### src/rtl/fetch_pkg.sv
// Shared types and constants for the instruction fetch sequencer.
package fetch_pkg;

  typedef enum logic {
    RUN  = 1'b0,
    HALT = 1'b1
  } fetch_state_e;

  localparam int              WORD_BYTES       = 4;
  localparam logic [63:0]     DEFAULT_RESET_PC = 64'h0;
  localparam int              IMEM_ADDR_W      = 8;
  localparam int              IMEM_DEPTH       = 2 ** IMEM_ADDR_W;

endpackage

### src/rtl/imem_fetch_ctrl.sv
// Fetch sequencer: owns the PC, addresses imem and presents one registered
// instruction to decode over valid/ready. Optional macro FETCH_HALT_ON_ZERO_EN.
module imem_fetch_ctrl
  import fetch_pkg::*;
#(
  parameter int              N        = 32,
  parameter int              ADDR_W   = IMEM_ADDR_W,
  parameter int              PC_W     = 64,
  parameter logic [PC_W-1:0] RESET_PC = PC_W'(DEFAULT_RESET_PC)
) (
  input  logic              clk,
  input  logic              reset,
  output logic [ADDR_W-1:0] imem_addr,
  input  logic [N-1:0]      imem_q,
  output logic [N-1:0]      instr,
  output logic [PC_W-1:0]   instr_pc,
  output logic              instr_valid,
  input  logic              instr_ready,
  input  logic              redirect,
  input  logic [PC_W-1:0]   redirect_pc,
  output logic              halt
);

  fetch_state_e      state_q, state_d;
  logic [PC_W-1:0]   fetch_pc_q, fetch_pc_d;
  logic [N-1:0]      instr_q, instr_d;
  logic [PC_W-1:0]   instr_pc_q, instr_pc_d;
  logic              valid_q, valid_d;

  logic              stage_free;
  logic              pc_in_range;
  logic              end_marker;
  logic [1:0]        unused_redirect_lsbs;

  assign unused_redirect_lsbs = redirect_pc[1:0];

  assign imem_addr   = fetch_pc_q[ADDR_W+1:2];
  assign stage_free  = !valid_q || instr_ready;
  assign pc_in_range = ~|fetch_pc_q[PC_W-1:ADDR_W+2];

`ifdef FETCH_HALT_ON_ZERO_EN
  assign end_marker = (imem_q == '0);
`else
  assign end_marker = 1'b0;
`endif

  always_comb begin
    state_d    = state_q;
    fetch_pc_d = fetch_pc_q;
    instr_d    = instr_q;
    instr_pc_d = instr_pc_q;
    valid_d    = valid_q;

    if (redirect) begin
      // A taken branch squashes the held instruction even if decode is accepting it.
      valid_d    = 1'b0;
      fetch_pc_d = {redirect_pc[PC_W-1:2], 2'b00};
      state_d    = RUN;
    end else begin
      unique case (state_q)
        RUN: begin
          if (stage_free) begin
            if (pc_in_range && !end_marker) begin
              instr_d    = imem_q;
              instr_pc_d = fetch_pc_q;
              valid_d    = 1'b1;
              fetch_pc_d = fetch_pc_q + PC_W'(WORD_BYTES);
            end else begin
              valid_d = 1'b0;
              state_d = HALT;
            end
          end
        end
        HALT: begin
          if (instr_ready) valid_d = 1'b0;
        end
        default: state_d = RUN;
      endcase
    end
  end

  always_ff @(posedge clk or posedge reset) begin
    if (reset) begin
      state_q    <= RUN;
      fetch_pc_q <= RESET_PC;
      instr_q    <= '0;
      instr_pc_q <= '0;
      valid_q    <= 1'b0;
    end else begin
      state_q    <= state_d;
      fetch_pc_q <= fetch_pc_d;
      instr_q    <= instr_d;
      instr_pc_q <= instr_pc_d;
      valid_q    <= valid_d;
    end
  end

  assign instr       = instr_q;
  assign instr_pc    = instr_pc_q;
  assign instr_valid = valid_q;
  assign halt        = (state_q == HALT) && !valid_q;

endmodule

### config.mk
export PLATFORM = sky130hd
export DESIGN_NAME = imem_fetch_ctrl
export DESIGN_NICKNAME = d
export VERILOG_FILES = /design/src/rtl/fetch_pkg.sv /design/src/rtl/imem_fetch_ctrl.sv
export SDC_FILE = /design/constraint.sdc
export NUM_CORES = 1
export LEC_CHECK = 0
export ABC_AREA = 1
export BUFFER_PORTS_ARGS = -buffer_cell sky130_fd_sc_hd__buf_4
export CAP_MARGIN = 20
export CELL_PAD_IN_SITES_DETAIL_PLACEMENT = 1
export CELL_PAD_IN_SITES_GLOBAL_PLACEMENT = 1
export CORE_AREA = 2 2 136 152
export DETAILED_ROUTE_END_ITERATION = 12
export DIE_AREA = 0 0 138 154
export PLACE_DENSITY_LB_ADDON = 0.1
export SLEW_MARGIN = 20
export SYNTH_ARGS = -nofsm -noshare
export SYNTH_HDL_FRONTEND = slang
export SYNTH_SLANG_ARGS = --single-unit
### constraint.sdc
create_clock -name clk -period 4.5 [get_ports clk]
set_clock_uncertainty 0.2 [all_clocks]
set_input_delay 0.45 -clock clk [delete_from_list [all_inputs] [get_ports clk]]
set_output_delay 0.45 -clock clk [all_outputs]
set_load 0.05 [all_outputs]
* Yosys cells after proc, flatten, opt, wreduce, memory -nomap -nowiden *
Cells that the tools add are included.

cells by class
  reductions and logical operators = 8
  eq/ne operators = 4
  bitwise operators = 3
  add/sub/neg operators = 1
  muxes and demuxes = 13

operator list
  cell                                                              count
  64-bit 2-to-1 mux                                                 4
  64-bit by 3-bit adder with 64-bit output (second input constant)  1
  54-bit OR reduction                                               1
  1-bit 2-to-1 mux                                                  8
  3-bit != test (second input constant)                             2
  2-bit != test (second input constant)                             2
  4-bit AND reduction                                               1
  1-bit inverter                                                    3
  3-bit AND reduction                                               1
  1-bit case mux with 2 select lines                                1
  2-bit AND reduction                                               1
  2-bit nonzero test                                                1
  1-bit logical AND                                                 1
  1-bit logical NOT                                                 1
  1-bit logical OR                                                  1

word-level totals
  logic and storage cells = 34
  flip-flop bits (word level) = 162
  bits of input ports = 100
  output and inout port bits = 106

* Longest topological paths before layout *
Gate-level depths: netlist of the first run.

  word-level depth = 5
  gate-level depth with buffers = 10
  gate-level depth less buffers = 9

* Least setup slack after synthesis of the first run *
Ideal clock, no wire load.

  kind = register -> output
  start point = reg valid_q, in the netlist instr_valid
  end point = out halt
  stages on the path, launching flop included = 2
  arrival time = 1.291 ns
  path slack = 2.559 ns
  required time = 3.850 ns
  path buffers = 0
  cells stage by stage = dfrtp_1 > nor2_1

between the ends
  longest elaborated chain between the ends = 2

ends and longest elaborated chain
  element                 line                    text
  start, declared         imem_fetch_ctrl.sv:28   logic valid_q, valid_d;
  start signal, assigned  imem_fetch_ctrl.sv:94   valid_q <= valid_d;
  1-bit logical NOT       imem_fetch_ctrl.sv:101  assign halt = (state_q == HALT) && !valid_q;
  1-bit logical AND       imem_fetch_ctrl.sv:101
  end, declared           imem_fetch_ctrl.sv:21   output logic halt

No other way between the ends.

* Worst setup path after layout of the first run *
  start point = in redirect
  end point = reg fetch_pc_q[5]

between the ends
  longest elaborated chain between the ends = 2
  elaborated cells between the ends (all ways) = 5
  classes of those cells = eq/ne (2); mux (1); reduce/logical (2)

ends and longest elaborated chain
  element                                                               line                   text
  start, declared                                                       imem_fetch_ctrl.sv:19  input logic redirect,
  2-bit != test (no source line) or 2-bit nonzero test (tied branches)  -
  3-bit AND reduction (no source line)                                  -
  end signal, assigned                                                  imem_fetch_ctrl.sv:91  fetch_pc_q <= fetch_pc_d;
  end, declared                                                         imem_fetch_ctrl.sv:25  logic [PC_W-1:0] fetch_pc_q, fetch_pc_d;

Parallel ways exist; a longest one is shown, timed or not.
A chain may end at the register's enable or synchronous reset.

==> summary.md, run 1 <==
| Metric | Value |
|---|---|
| Post-route cell area | 8600 um^2 |
| Measured slew at the worst slew-check pin | 0.948 ns |
| DR iter-0 viols | 278 |
| Register area share after synthesis | 61.8% |
| Slew HR | 36.7% |
| CTS max path bufs | 2 |
| Clock transition at path regs | 0.07 ns |
| CTS Sinks | 158 |
| Setup TNS | 0 ns |
| Post-synthesis cell type count | 25 |
| Synth top area cells | dfrtp_1 62%, nand2_1 14%, inv_1 5.8%, nand3_1 4.9%, o21ai_0 3.5% |
| Slew Limit Fails | 0 |
| Initial antenna violation count | 0 |
| DR vias/cell | 4.41 |
| P_leak | 5.01 nW |
| Largest net degree at the start of global routing | 112 |
| Worst hold slack | 0.0330 ns |
| Core area | 19,600 um^2 |
| Setup Viol. Count Final | 0 |
| Drt drc | 0 |
| Ant. Diodes | 0 |
| GP Congestion | 0.747 |
| Main flop type after synthesis | dfrtp_1 |
| Num CTS Buffers | 17 |
| WL/cell | 14.1 um |
| Post-Syn Area | 6400 um^2 |
| Via count | 5,183 |
| Antenna viol nets, final | 0 |
| I/O pin count | 206 |
| Period Utilization, post-route | 56.7% |
| Final WL | 16,600 um |
| R2R Path Start | fetch_pc_q[10] |
| DP HPWL | 11,600 um |
| Worst reg2reg path depth | 9 |
| Row cnt | 54 |
| Hold path depth | 3 |
| Initial core utilization | 32.7% |
| Async S/R FF share, synth | 100% |
| Most used cell, CP | nand2_1 |
| Postcts setup bufs | 0 |
| Share of cells above drive strength 1 | 27.1% |
| Yosys Warn Count | 0 |
| Worst Hold Launch | redirect_pc[18] |
| Area leader, netlist | dfrtp_1 |
| Setup CP Type | primary input to flop |
| Crit path cell chain | buf_4, clkinv_2, nand2_2, nand2_1, nand2_1 |
| Arrival time worst endpoint | 2.71 ns |
| Gate Count Post-Synth | 729 |
| Post-synth top area share | 61.8% |
| Critical Path Source Type | primary input |
| Layout area overhead | 34.4% |
| Max incr delay on CP | 0.95 ns |
| Global-route wire length before repair | 27,400 um |
| Max-cap viol count | 0 |
| CP endpoint kind | flop |
| Fin. Hold Viols | 0 |
| Clock latency on the worst-skew pair | 0.42 ns |
| RSZ-0062 raised after global routing | no |
| H-Tree Depth | 4 |
| DRT Pass-1 Iters | 4 |
| R2r setup slk | 2.09 ns |
| WP data required | 4.66 ns |
| HP Class | primary input to flop |
| CTS root buf | clkbuf_16 |
| Tot Pwr | 0.00316 W |
| Pwr dens | 368 nW/um^2 |
| Placed Instance Area | 8010 um^2 |
| Die X | 138 um |
| Crit path max fanout | 70 |
| R2r endpoint | instr[2] |
| GRT Resource Usage Total | 15.9% |
| Count leader, synth | nand2_1 |
| Yosys reg bits | 158 |
| Die extent in y | 154 um |
| Post-layout min period | 2.55 ns |
| IO Port Bufs | 201 |
| Fmax | 392 MHz |
| Synth cell count leaders | 245 x nand2_1, 158 x dfrtp_1, 99 x inv_1, 63 x nand3_1, 54 x nor2_1 |
| Worst hold path endpoint | fetch_pc_q[18] |
| Die area | 21,300 um^2 |
| Final nets | 1,012 |
| Slowest cell on crit path | clkinv_2 |
| Post-synth EDFFs | 0 |
| CTS tree | yes |
| Total gr overflow | 0 |
| Worst vdd ir | 241 uV |
| Vias in the first global route | 5,335 |
| Mean Syn Cell Area | 8.78 um^2 |
| Status | completed |
## state kept, by name, summed over array words and instances (netlist names)
signal	cells
fetch_pc_q	62
instr_pc	62
state_q	1
instr_valid	1
instr	32
## through the flow
step	cells	worst slack [ns]	utilization, %
finish	1176	1.95	43.9
detailed placement	1142	1.75	40.9
global placement	1142	1.87	40.9
floorplan	730	1.85	-
CTS	1174	2.00	43.7
global route	1176	1.68	43.9
## area by class of cell
type / instances / area [um^2]
Clock buffer: 17 / 425
Inverter: 103 / 392
Timing Repair Buffer: 207 / 1580
Sequential cell: 158 / 3950
Clock inverter: 15 / 139
Multi-Input combinational cell: 424 / 1800
Tap cell: 252 / 315
Fill cell: 2344 / 11000
## cell usage in the layout (no fill, tap or decap)
| cell | count |
|---|---|
| nand2_1 | 245 |
| buf_4 | 204 |
| dfrtp_1 | 158 |
| inv_1 | 97 |
| nand3_1 | 62 |
| nor2_1 | 54 |
| o21ai_0 | 45 |
| clkbuf_16 | 17 |
| clkinvlp_4 | 6 |
| inv_2 | 4 |
| inv_6 | 4 |
| clkinv_2 | 3 |
| clkinv_4 | 3 |
| xor2_1 | 2 |
| nor3_1 | 2 |
| nor2_2 | 2 |
| conb_1 | 2 |
| buf_12 | 2 |
| xnor2_1 | 1 |
| o31ai_1 | 1 |
| mux2_2 | 1 |
| nand4_1 | 1 |
| nand3_2 | 1 |
| nand3_4 | 1 |
| a21oi_1 | 1 |
| o21ai_1 | 1 |
| nand2_2 | 1 |
| ha_1 | 1 |
| bufinv_16 | 1 |
| dlygate4sd3_1 | 1 |
## timing repair
| action | CTS | global route |
|---|---|---|
| resized for setup | 0 | 0 |
| hold buffers | 0 | 1 |
| setup endpoints to repair | 0 | 0 |
| endpoints found under the hold margin | 0 | 14 |
## cell families after synthesis
group                    synth area share (%)
multiplexers                            0.176
XOR/XNOR                                0.411
adder cells (fa/ha/maj)                 0.195
AND/OR/NAND/NOR                          23.2
other                                  0.0586
AO/OA/AOI/OAI                            3.79
buffers and inverters                    10.4
flip-flops                               61.8
## how the worst max path moves through the flow
stage,start,slack [ns],end
after floorplan,reset,1.85,fetch_pc_q[10]
after global placement,redirect,1.87,fetch_pc_q[10]
after detailed placement,redirect,1.75,instr[24]
after CTS,fetch_pc_q[10],2.00,instr[2]
after global routing,redirect,1.68,fetch_pc_q[6]
final,redirect,1.95,fetch_pc_q[5]
## layer usage
layer  global-route usage (%)  vias to the layer above  part of all wire (%)
li1                         -                     2550                     -
met1                     20.2                     2505                    44
met2                     27.7                      112                    51
met3                     3.08                       16                   3.1
met4                     5.05                        0                   1.3
met5                        0                        -                     0
## critical path, delay by kind of cell
kind	cells	cell delay (ns)
buffers and inverters	2	1.51
AND/OR/NAND/NOR	3	0.71
## report_power, final
group / internal [W] / leakage, nW / switching [W]
combinational: 0.000118 / 2.66 / 0.000167
sequential: 0.00147 / 2.09 / 0.0000382
clock: 0.000768 / 0.263 / 0.000601
Power figures use the tool's default switching activity.
==> inputs of run 2 (changes only) <==
Clock period 4.5 ns to 2.1 ns, I/O delays scaled along.
==> summary.md, run 2 (synthesis results as in run 1) <==
| Metric | Value |
|---|---|
| Status | completed |
| DRT Pass-1 Iters | 4 |
| Post-layout min period | 1.96 ns |
| Setup TNS | 0 ns |
| Vias in the first global route | 6,082 |
| Antenna viol nets, final | 0 |
| Post-route cell area | 9690 um^2 |
| Slew Limit Fails | 0 |
| Die extent in y | 154 um |
| Crit path cell chain | nor2_1, nand2_1, nor2_1, nand2_1, nor2_4, nand3_4, buf_12, nand2_1, o21ai_0 |
| Drt drc | 0 |
| Ant. Diodes | 0 |
| Max incr delay on CP | 0.38 ns |
| Slowest cell on crit path | dfrtp_1 |
| Die area | 21,300 um^2 |
| Cell total after placement | 1,147 |
| H-Tree Depth | 4 |
| HP Class | flop to flop |
| Tot Pwr | 0.00698 W |
| Max-cap viol count | 0 |
| DP HPWL | 11,800 um |
| Worst hold path endpoint | instr_pc[51] |
| Clock latency on the worst-skew pair | 0.42 ns |
| Die X | 138 um |
| WP data required | 2.18 ns |
| Reg power frac | 46.4% |
| Initial core utilization | 32.7% |
| Fill count | 2,289 |
| Fmax | 511 MHz |
| Critical Path Source Type | flop |
| I/O pin count | 206 |
| Period Utilization, post-route | 93.1% |
| WL/cell | 14.4 um |
| CP endpoint kind | flop |
| CTS max path bufs | 2 |
| CTS root buf | clkbuf_16 |
| RSZ-0062 raised after global routing | no |
| Global-route wire length before repair | 30,400 um |
| Setup Viol. Count Final | 0 |
| GP Congestion | 0.739 |
| Power share of the combinational group | 11.2% |
| Total gr overflow | 0 |
| Placed Instance Area | 8080 um^2 |
| Worst hold slack | 0.266 ns |
| Worst Hold Launch | instr_pc[51] |
| Most common cell after layout, fill and taps aside | nand2_1 |
| Arrival time worst endpoint | 2.04 ns |
| Slew HR | 53.8% |
| Largest net degree at the start of global routing | 125 |
| Core area | 19,600 um^2 |
| Worst vdd ir | 575 uV |
| CP Depth | 9 |
| Postcts setup bufs | 0 |
| Commonest cells after routing, fill and taps aside | 245 x nand2_1, 206 x buf_4, 158 x dfrtp_1 |
| Row cnt | 54 |
| Cell Int Power | 0.00519 W |
| Pwr dens | 721 nW/um^2 |
| Most used cell, CP | nand2_1 |
| Final WL | 18,500 um |
| Clock transition at path regs | 0.07 ns |
| R2r setup slk | 0.14 ns |
| Layout area overhead | 51.3% |
| Final nets | 1,118 |
| Num CTS Buffers | 17 |
| Initial antenna violation count | 0 |
| GRT Resource Usage Total | 17.7% |
| Delay-heaviest family, CP | simple AND/OR/NAND/NOR gates |
| Hold path depth | 2 |
| Net load switching power | 0.00179 W |
| R2R Path Start | fetch_pc_q[35] |
| CTS Sinks | 158 |
| R2r endpoint | instr[2] |
| Measured slew at the worst slew-check pin | 0.694 ns |
| P_leak | 5.47 nW |
| Fin. Hold Viols | 0 |
| Crit path buffers/inverters | 1 |
| DR vias/cell | 4.40 |
| CTS tree | yes |
| Setup CP Type | flop to flop |
| Via count | 5,644 |
| IO Port Bufs | 201 |
| Share of cells above drive strength 1 | 24.6% |
| Reg area | 3950 um^2 |
| Clk pwr share | 42.4% |
| DR iter-0 viols | 222 |
| Non-Filler Instances | 1,282 |
| Crit path max fanout | 115 |
| Sw frac | 25.7% |
| Worst reg2reg path depth | 9 |
| Multi-input logic area | 1810 um^2 |
==> run 2: cell types whose count changed in the layout (fill, tap and decap cells not counted), moves of 2 or more <==
cell           previous run  this run
nor2_4                    0         2
nor2_2                    2         0
clkinv_4                  3         1
dlygate4sd3_1             1       103
buf_4                   204       206
buf_12                    2         4
==> run 2: power groups by stage <==
| stage | clock network [W] | registers, W | logic [W] |
|---|---|---|---|
| 2_1_floorplan | 0 | 0.00327 | 0.000394 |
| 3_3_place_gp | 0 | 0.00329 | 0.000607 |
| 3_5_place_dp | 0 | 0.00330 | 0.000628 |
| 4_1_cts | 0.00305 | 0.00324 | 0.000786 |
| 5_1_grt | 0.00319 | 0.00325 | 0.000868 |
| 6_report | 0.00296 | 0.00324 | 0.000781 |
==> run 2: cell type report <==
class	count	share of cell area, %
flip-flops and latches	158	40.8
repair buffers	313	27.4
multi-input cells	424	18.6
clock buffers	18	4.43
inverters	103	4.03
well taps	252	3.26
clock inverters	14	1.38
==> run 2: worst max path at each step <==
stage	start	to
after floorplan	reset	fetch_pc_q[10]
after global placement	fetch_pc_q[10]	instr[26]
after detailed placement	fetch_pc_q[10]	instr[24]
after CTS	fetch_pc_q[10]	instr[24]
after global routing	fetch_pc_q[13]	instr[5]
final	fetch_pc_q[35]	instr[2]
==> run 2: timing repair <==
item | CTS | global route
gates resized for setup | 0 | 3
hold buffers | 103 | 0
setup endpoints to repair | 0 | 24
hold endpoints to repair | 253 | 0
==> run 2: metal layers <==
metal	GRT usage [%]	up-vias	part of all wire (%)
li1	-	2762	-
met1	21.5	2727	43
met2	31.4	131	52
met3	4.11	24	3.4
met4	5.73	0	1.8
met5	0	-	0
==> run 2: worst min-delay path, delay by kind of cell (launching register included) <==
kind | cells | cell delay [ns]
simple gates | 1 | 0.05
flops | 1 | 0.34
buf+inv | 1 | 0.04
==> run 2: through the flow <==
stage,setup WS (ns),util (%)
5_1_grt,0.0183,49.4
4_1_cts,0.119,49.4
2_1_floorplan,-0.311,-
3_3_place_gp,0.175,41.2
3_5_place_dp,0.111,41.2
6_report,0.144,49.4
==> inputs of run 3 (changes only) <==
--- a/config.mk
+++ b/config.mk
@@ -12,5 +12,5 @@
 export CELL_PAD_IN_SITES_GLOBAL_PLACEMENT = 1
-export CORE_AREA = 2 2 136 152
+export CORE_AREA = 2 2 129 143
 export DETAILED_ROUTE_END_ITERATION = 12
-export DIE_AREA = 0 0 138 154
+export DIE_AREA = 0 0 131 145
 export PLACE_DENSITY_LB_ADDON = 0.1
==> constraint.sdc (replaced) <==
create_clock -name clk -period 2.2 [get_ports clk]
set_clock_uncertainty 0.2 [all_clocks]
set_input_delay 0.22 -clock clk [delete_from_list [all_inputs] [get_ports clk]]
set_output_delay 0.22 -clock clk [all_outputs]
set_load 0.01 [all_outputs]
==> summary.md, run 3 (synthesis results as in run 1) <==
| Metric | Value |
|---|---|
| Worst hold path endpoint | fetch_pc_q[46] |
| Final WL | 19,200 um |
| Total gr overflow | 0 |
| Initial antenna violation count | 1 |
| Setup CP Type | flop to flop |
| I/O pin count | 206 |
| CTS root buf | clkbuf_16 |
| Fill count | 2,057 |
| Pwr dens | 689 nW/um^2 |
| Max incr delay on CP | 0.39 ns |
| Share of cells above drive strength 1 | 24.8% |
| Period Utilization, post-route | 92.0% |
| Die area | 19,000 um^2 |
| Worst setup margin | 0.177 ns |
| DR iter-0 viols | 173 |
| WP data required | 2.28 ns |
| Clock latency on the worst-skew pair | 0.42 ns |
| DP HPWL | 11,900 um |
| Tot Pwr | 0.00667 W |
| Most used cell, CP | nand2_1 |
| Non-Filler Instances | 1,269 |
| Measured slew at the worst slew-check pin | 0.647 ns |
| DR vias/cell | 4.55 |
| Worst reg2reg path depth | 9 |
| GP Congestion | 0.735 |
| CP endpoint kind | flop |
| Largest net degree at the start of global routing | 118 |
| Slew Limit Fails | 0 |
| Worst vdd ir | 507 uV |
| Slowest cell on crit path | dfrtp_1 |
| R2R Path Start | fetch_pc_q[35] |
| RSZ-0062 raised after global routing | yes |
| CTS max path bufs | 2 |
| Row cnt | 51 |
| Num CTS Buffers | 17 |
| Drt drc | 0 |
| Worst hold slack | 0.0211 ns |
| Setup Viol. Count Final | 0 |
| IO Port Bufs | 201 |
| Critical Path Source Type | flop |
| Crit path cell chain | nor2_1, nand2_1, nor2_1, nand2_1, nor2_2, nand3_4, buf_12, nand2_1, o21ai_0 |
| P_leak | 5.49 nW |
| Antenna viol nets, final | 0 |
| Commonest cells after routing, fill and taps aside | 245 x nand2_1, 207 x buf_4, 158 x dfrtp_1 |
| Slew HR | 56.7% |
| WL/cell | 15.2 um |
| CTS Sinks | 158 |
| Postcts setup bufs | 0 |
| Die X | 131 um |
| GRT Resource Usage Total | 20.9% |
| Arrival time worst endpoint | 2.10 ns |
| Fin. Hold Viols | 0 |
| Most common cell after layout, fill and taps aside | nand2_1 |
| H-Tree Depth | 4 |
| Clock transition at path regs | 0.07 ns |
| Max-cap viol count | 0 |
| Worst Hold Launch | redirect |
| Crit path max fanout | 117 |
| Post-layout min period | 2.02 ns |
| Cell total after placement | 1,135 |
| Final nets | 1,118 |
| HP Class | primary input to flop |
| Fmax | 494 MHz |
| DRT Pass-1 Iters | 4 |
| Core area | 17,500 um^2 |
| Global-route wire length before repair | 31,200 um |
| CTS tree | yes |
| Die extent in y | 145 um |
| Vias in the first global route | 6,442 |
| R2r endpoint | instr[2] |
| Via count | 5,769 |
| R2r setup slk | 0.18 ns |
| Worst slack at placement | 0.141 ns |
| Layout area overhead | 51.3% |
| Initial core utilization | 36.5% |
| Status | completed |
| Hold path depth | 3 |
[run 3: power breakdown]
group	switching [W]	internal [W]	leakage, nW	total [W]
clock	0.00129	0.00160	0.277	0.00289
sequential	0.0000804	0.00301	2.09	0.00309
combinational	0.000320	0.000364	3.12	0.000683
total	0.00169	0.00498	5.49	0.00667
[run 3: worst max-delay path, delay by kind of cell (launching register included)]
family	cells	cell delay, ns
buf+inv	1	0.23
simple gates	7	0.87
compound gates	1	0.12
flops	1	0.39
[run 3: timing repair]
item | 4_1_cts | 5_1_grt
endpoints found under the setup margin | 0 | 54
resized for setup | 0 | 2
hold buffers | 101 | 0
endpoints found under the hold margin | 117 | 0
[run 3: metal layers]
layer  vias up  track usage [%]  routed length, um
met5         -                0                  0
met4         0             9.63                660
met3        49             3.76                749
met2       160             37.6              10200
met1      2796             23.4               7590
li1       2764                -                  -
[run 3: how the worst max path moves through the flow]
stage	cells after the start	startpoint	end	slack, ns
floorplan	1	reset	fetch_pc_q[10]	-0.22
global placement	9	fetch_pc_q[10]	fetch_pc_q[53]	0.20
detailed placement	9	fetch_pc_q[10]	fetch_pc_q[31]	0.14
CTS	9	fetch_pc_q[10]	fetch_pc_q[51]	0.12
global route	9	fetch_pc_q[10]	fetch_pc_q[44]	-0.02
finish	9	fetch_pc_q[35]	instr[2]	0.18
[run 3: per-stage QoR]
stage                     util, %  instance area (um^2)  setup TNS (ns)
final                        55.2                  9690               0
after global routing         55.2                  9690         -0.0431
after CTS                    55.2                  9680               0
after detailed placement     46.1                  8090               0
after global placement       46.1                  8090               0
after floorplan                 -                  6410          -34.90
[run 3: final cells by class]
cell class | count | area (um^2) | area share (%)
repair buffers | 313 | 2670 | 27.5
clock buffers | 18 | 429 | 4.43
diodes | 1 | 2.50 | 0.0258
flip-flops and latches | 158 | 3950 | 40.8
inverters | 103 | 390 | 4.03
multi-input cells | 424 | 1800 | 18.6
well taps | 238 | 298 | 3.07
clock inverters | 14 | 146 | 1.51
